===== src/rtl/mem_arbiter_if.sv =====
// Bus bundle between the two requesters (CPU, loader/DMA) and the memory arbiter.
interface mem_arbiter_if;
  logic        req0;
  logic [2:0]  cmd0;
  logic [8:0]  addr0;
  logic [15:0] wdata0;
  logic        gnt0;

  logic        req1;
  logic [2:0]  cmd1;
  logic [8:0]  addr1;
  logic [15:0] wdata1;
  logic        gnt1;

  logic [2:0]  mem_cmd;
  logic [8:0]  mem_addr;
  logic [15:0] mem_wdata;
  logic        err_illegal;

  // Requester side (both ports) plus observation of the RAM-facing outputs.
  modport master (
    output req0, cmd0, addr0, wdata0, req1, cmd1, addr1, wdata1,
    input  gnt0, gnt1, mem_cmd, mem_addr, mem_wdata, err_illegal
  );

  // Arbiter side.
  modport slave (
    input  req0, cmd0, addr0, wdata0, req1, cmd1, addr1, wdata1,
    output gnt0, gnt1, mem_cmd, mem_addr, mem_wdata, err_illegal
  );
endinterface


===== src/rtl/mem_arbiter.sv =====
// Two-port memory arbiter: round-robin tie break, bounded hold with preemption,
// combinational command/address/data mux toward the RAM, sticky illegal-command flag.
module mem_arbiter #(
  parameter int unsigned MAXHOLD = 8
) (
  input  logic         clk,
  input  logic         reset,
  mem_arbiter_if.slave bus_io
);

  typedef enum logic [1:0] {
    StIdle = 2'd0,
    StG0   = 2'd1,
    StG1   = 2'd2
  } state_e;

  localparam logic [3:0] HoldMax = 4'(MAXHOLD - 1);

  state_e      state_q, state_d;
  logic        last_q, last_d;
  logic [3:0]  hold_q, hold_d;
  logic        err_q, err_d;

  logic        granted;
  logic        legal;
  logic [2:0]  sel_cmd;
  logic [8:0]  sel_addr;
  logic [15:0] sel_wdata;

  // State, tie-break, hold counter and sticky error registers.
  always_ff @(posedge clk or negedge reset) begin
    if (!reset) begin
      state_q <= StIdle;
      last_q  <= 1'b1;
      hold_q  <= '0;
      err_q   <= 1'b0;
    end else begin
      state_q <= state_d;
      last_q  <= last_d;
      hold_q  <= hold_d;
      err_q   <= err_d;
    end
  end

  // Next-state arbitration, hold counting and tie-break bookkeeping.
  always_comb begin
    state_d = state_q;
    last_d  = last_q;
    hold_d  = hold_q;

    unique case (state_q)
      StIdle: begin
        if (bus_io.req0 && bus_io.req1) begin
          state_d = last_q ? StG0 : StG1;
        end else if (bus_io.req0) begin
          state_d = StG0;
        end else if (bus_io.req1) begin
          state_d = StG1;
        end
      end
      StG0: begin
        if (!bus_io.req0) begin
          state_d = bus_io.req1 ? StG1 : StIdle;
        end else if (bus_io.req1 && (hold_q == HoldMax)) begin
          state_d = StG1;
        end
      end
      StG1: begin
        if (!bus_io.req1) begin
          state_d = bus_io.req0 ? StG0 : StIdle;
        end else if (bus_io.req0 && (hold_q == HoldMax)) begin
          state_d = StG0;
        end
      end
      default: state_d = StIdle;
    endcase

    if (state_d != state_q) begin
      hold_d = '0;
      if (state_d == StG0) begin
        last_d = 1'b0;
      end else if (state_d == StG1) begin
        last_d = 1'b1;
      end
    end else if (hold_q != HoldMax) begin
      hold_d = hold_q + 4'd1;
    end
  end

  // RAM-side mux: only the owning port reaches memory; illegal commands become MNONE.
  always_comb begin
    granted   = 1'b0;
    sel_cmd   = 3'b001;
    sel_addr  = '0;
    sel_wdata = '0;
    if (state_q == StG0) begin
      granted   = 1'b1;
      sel_cmd   = bus_io.cmd0;
      sel_addr  = bus_io.addr0;
      sel_wdata = bus_io.wdata0;
    end else if (state_q == StG1) begin
      granted   = 1'b1;
      sel_cmd   = bus_io.cmd1;
      sel_addr  = bus_io.addr1;
      sel_wdata = bus_io.wdata1;
    end
    legal = (sel_cmd == 3'b001) || (sel_cmd == 3'b010) || (sel_cmd == 3'b100);
    err_d = err_q | (granted & ~legal);
  end

  assign bus_io.gnt0        = (state_q == StG0);
  assign bus_io.gnt1        = (state_q == StG1);
  assign bus_io.mem_cmd     = legal ? sel_cmd : 3'b001;
  assign bus_io.mem_addr    = sel_addr;
  assign bus_io.mem_wdata   = sel_wdata;
  assign bus_io.err_illegal = err_q;

endmodule


===== src/flat_wrapper.sv =====
// flat-port wrapper written by rule: the top's interface ports become plain ports
module mem_arbiter_flat 
#(
  parameter int unsigned MAXHOLD = 8
)
  (clk, reset, bus_io_req0, bus_io_cmd0, bus_io_addr0, bus_io_wdata0, bus_io_req1, bus_io_cmd1, bus_io_addr1, bus_io_wdata1, bus_io_gnt0, bus_io_gnt1, bus_io_mem_cmd, bus_io_mem_addr, bus_io_mem_wdata, bus_io_err_illegal);
  mem_arbiter_if bus_io_i ();
  input  logic clk;
  input  logic reset;
  input wire logic [$bits(bus_io_i.req0)-1:0] bus_io_req0;
  input wire logic [$bits(bus_io_i.cmd0)-1:0] bus_io_cmd0;
  input wire logic [$bits(bus_io_i.addr0)-1:0] bus_io_addr0;
  input wire logic [$bits(bus_io_i.wdata0)-1:0] bus_io_wdata0;
  input wire logic [$bits(bus_io_i.req1)-1:0] bus_io_req1;
  input wire logic [$bits(bus_io_i.cmd1)-1:0] bus_io_cmd1;
  input wire logic [$bits(bus_io_i.addr1)-1:0] bus_io_addr1;
  input wire logic [$bits(bus_io_i.wdata1)-1:0] bus_io_wdata1;
  output wire logic [$bits(bus_io_i.gnt0)-1:0] bus_io_gnt0;
  output wire logic [$bits(bus_io_i.gnt1)-1:0] bus_io_gnt1;
  output wire logic [$bits(bus_io_i.mem_cmd)-1:0] bus_io_mem_cmd;
  output wire logic [$bits(bus_io_i.mem_addr)-1:0] bus_io_mem_addr;
  output wire logic [$bits(bus_io_i.mem_wdata)-1:0] bus_io_mem_wdata;
  output wire logic [$bits(bus_io_i.err_illegal)-1:0] bus_io_err_illegal;
  assign bus_io_i.req0 = bus_io_req0;
  assign bus_io_i.cmd0 = bus_io_cmd0;
  assign bus_io_i.addr0 = bus_io_addr0;
  assign bus_io_i.wdata0 = bus_io_wdata0;
  assign bus_io_i.req1 = bus_io_req1;
  assign bus_io_i.cmd1 = bus_io_cmd1;
  assign bus_io_i.addr1 = bus_io_addr1;
  assign bus_io_i.wdata1 = bus_io_wdata1;
  assign bus_io_gnt0 = bus_io_i.gnt0;
  assign bus_io_gnt1 = bus_io_i.gnt1;
  assign bus_io_mem_cmd = bus_io_i.mem_cmd;
  assign bus_io_mem_addr = bus_io_i.mem_addr;
  assign bus_io_mem_wdata = bus_io_i.mem_wdata;
  assign bus_io_err_illegal = bus_io_i.err_illegal;
  mem_arbiter #(.MAXHOLD(MAXHOLD)) u_core (.clk(clk), .reset(reset), .bus_io(bus_io_i));
endmodule

===== config.mk =====
export PLATFORM = sky130hd
export DESIGN_NAME = mem_arbiter_flat
export DESIGN_NICKNAME = d
export VERILOG_FILES = /design/src/rtl/mem_arbiter_if.sv /design/src/rtl/mem_arbiter.sv /design/src/flat_wrapper.sv
export SDC_FILE = /design/constraint.sdc
export NUM_CORES = 1
export LEC_CHECK = 0
export CAP_MARGIN = 20
export CORE_MARGIN = 1.5
export CORE_UTILIZATION = 33
export CTS_CLUSTER_DIAMETER = 50
export CTS_CLUSTER_SIZE = 20
export DETAILED_ROUTE_END_ITERATION = 6
export MAX_ROUTING_LAYER = met4
export PLACE_DENSITY = 0.86
export SLEW_MARGIN = 20
export SYNTH_ARGS = -nofsm -noshare
export SYNTH_HDL_FRONTEND = slang
export SYNTH_SLANG_ARGS = --single-unit

===== constraint.sdc =====
create_clock -name clk -period 4.1 [get_ports clk]
set_clock_uncertainty 0.05 [all_clocks]
set_input_delay 0.41 -clock clk [delete_from_list [all_inputs] [get_ports clk]]
set_output_delay 0.41 -clock clk [all_outputs]
set_load 0.02 [all_outputs]

==> results.sh <==
export IMPL_grt_max_degree=29
export IMPL_yosys_cell_types_count=35
export IMPL_rsz0062_at_grt="false"
export IMPL_ir_drop_mv=0.407
export IMPL_endpoint_kind="output pin"
export IMPL_crit_fanout=13
export IMPL_synth_most_common_cell="nand2_1"
export IMPL_grt_pass1_vias=1184
export IMPL_grt_pass1_wl_um=5610
export IMPL_vias=1336
export IMPL_power_density_nw_per_um2=561
export IMPL_place_congestion=0.844
export IMPL_layout_nets=296
export IMPL_setup_viol=0
export IMPL_synth_edff_count=0
export IMPL_die_h_um=57.5
export IMPL_place_hpwl_um=2970
export IMPL_place_ws_ns=1.18
export IMPL_root_buffer="clkbuf_4"
export IMPL_layout_setup_ws_ns=0.925
export IMPL_routed_wl_um=3570
export IMPL_grt_util_all_layers=0.222
export IMPL_leakagePower_nw=0.763
export IMPL_cts_tree="done"
export IMPL_worst_pin_slew_ns=0.348
export IMPL_synth_common_cells="nand2_1 (35), o21ai_0 (19), a22o_1 (10)"
export IMPL_cts_hold_buf=0
export IMPL_drc=0
export IMPL_portBuffers=90
export IMPL_clock_latency_ns=0.26
export IMPL_max_freq_mhz=315
export IMPL_synth_xor_area_share=0.0179
export IMPL_max_cap_violations=0
export IMPL_ant_nets=0
export IMPL_fin_util=0.695
export IMPL_synth_fp_nets=207
export IMPL_syn2layout_area_growth_pct=97.6
export IMPL_synthSimpleGateAreaFrac=0.252
export IMPL_fin_crit_sh=0.774
export IMPL_syn_area_um2=978
export IMPL_synth_main_ff_cell="dfrtp_1"
export IMPL_required_ns=3.64
export IMPL_grt_ovfl_total=0
export IMPL_drive_above_1_share=0.0655
export IMPL_die_x_um=57.5
export IMPL_synth_mux_area_frac=0.0102
export IMPL_cts_buffers=3
export IMPL_die_area_um2=3300
export IMPL_rows=19
export IMPL_hold_viol_final=0
export IMPL_initial_utilization=0.352
export IMPL_synth_adder_area_share=0.0767
export IMPL_drt_iter0_markers=77
export IMPL_maxSlewHeadroom=0.767
export IMPL_synth_async_reset_ratio=1.00
export IMPL_synth_top_family_by_area="compound AO/OA/AOI/OAI gates"
export IMPL_yosysWarnings=0
export IMPL_synth_area_top_cells="dfrtp_1 (18%), nand2_1 (13%), o21ai_0 (9.7%)"
export IMPL_yosysTopAreaCell="dfrtp_1"
export IMPL_seq_area_frac_synth=0.206
export IMPL_fin_crit_ns=3.17
export IMPL_postCtsSetupBuffers=0
export IMPL_drv_slew=0
export IMPL_io_pins=91
export IMPL_synth_top_area_share=0.179
export IMPL_holdCritPathClass="in2async"
export IMPL_clock_sinks=8
export IMPL_cp_data_arrival_time_ns=2.71
export IMPL_cts_max_path_buffers=2
export IMPL_cts_resized=0
export IMPL_wl_per_cell_um=13.7
export IMPL_core_area_um2=2780
export IMPL_status="finished clean"
export IMPL_viasPerCell=5.14
export IMPL_ctsHtreeMaxLevel=1
export IMPL_synthCells=141
export IMPL_antenna_found_initial=0
export IMPL_finalSetupTns_ns=0
export IMPL_firstDrtPassIters=4
export IMPL_synth_seq_cells=8
export IMPL_diodes=0
export IMPL_syn_area_per_cell_um2=6.94
export IMPL_start_kind="flip-flop"
export IMPL_path_class="reg2out"
export IMPL_synth_compound_area_frac=0.368
export IMPL_clk_pin_slew_ns=0.06
==> final cells by class <==
cell class,count,area (um2)
fill,245,848
inverter,7,26.3
timing repair buffer,94,931
clock buffer,4,26.3
multi-input combinational,116,709
tap,31,38.8
sequential,8,201
==> cell families (layout without fill, tap and decap cells) <==
logic type,Yosys count,after routing
AO/OA/AOI/OAI,52,52
AND/OR/NAND/NOR,55,55
multiplexers,1,1
buffers and inverters,17,105
adder cells (fa/ha/maj),6,6
flip-flops,8,8
XOR/XNOR,2,2
==> metal layers <==
metal | wire (um) | GRT usage | part of all wire
met4 | 89 | 0.0864 | 0.025
met5 | 0 | - | 0
met3 | 312 | 0.0590 | 0.087
met2 | 1740 | 0.377 | 0.49
met1 | 1430 | 0.247 | 0.40
==> placed cells by master, fill, tap and decap left out, types with 4 or more instances in the layout <==
cell type        netlist  final
nor2_1                 4      4
ha_1                   6      6
dfrtp_1                7      7
a21oi_1                8      8
buf_4                  0      4
nand3_1                6      6
inv_1                  7      7
clkdlybuf4s50_1        0     90
o21ai_0               19     19
nand2_1               35     35
a22o_1                10     10
==> final timing paths <==
kind                                     endpoint  depth (start not counted)  slack (ns)         startpoint
min in group clk                    u_core.last_q                          2        0.42      u_core.last_q
max in group asynchronous           u_core.last_q                          1        3.33              reset
worst min register to register      u_core.last_q                          2        0.42      u_core.last_q
worst max register to register      u_core.last_q                         10        1.46  u_core.state_q[1]
worst max-delay path            bus_io_mem_cmd[1]                          7        0.93  u_core.state_q[1]
worst min-delay path             u_core.hold_q[3]                          1        0.37              reset
==> where the power goes <==
part | switching [mW] | total, mW | internal, mW | leakage [nW]
registers | 0.0250 | 0.129 | 0.104 | 0.0987
logic | 0.462 | 0.889 | 0.428 | 0.649
clock network | 0.0286 | 0.0659 | 0.0373 | 0.0150
total | 0.515 | 1.08 | 0.569 | 0.763
==> flip-flops by register name, summed over array words and instances (netlist names) <==
name,count
u_core.last_q,1
u_core.bus_io.err_illegal,1
u_core.state_q,2
u_core.hold_q,4
==> per-stage QoR <==
stage | hold WS (ns) | total power [mW] | instances | area, um2
after global routing | 0.406 | 1.17 | 260 | 1930
after global placement | 0.405 | 1.01 | 256 | 1910
after CTS | 0.371 | 1.10 | 260 | 1930
final | 0.368 | 1.08 | 260 | 1930
after floorplan | 0.0644 | 0.665 | 141 | 978
after detailed placement | 0.413 | 1.03 | 256 | 1910
==> critical path, cell delays in order, from the launching register on <==
cell	delay (ns)
dfrtp_1	0.45
inv_1	0.16
ha_1	0.38
nor2b_1	0.08
buf_4	0.19
a22oi_1	0.29
nor3b_1	0.25
clkdlybuf4s50_1	0.65
Note: power is estimated with default switching activity, not from simulation.
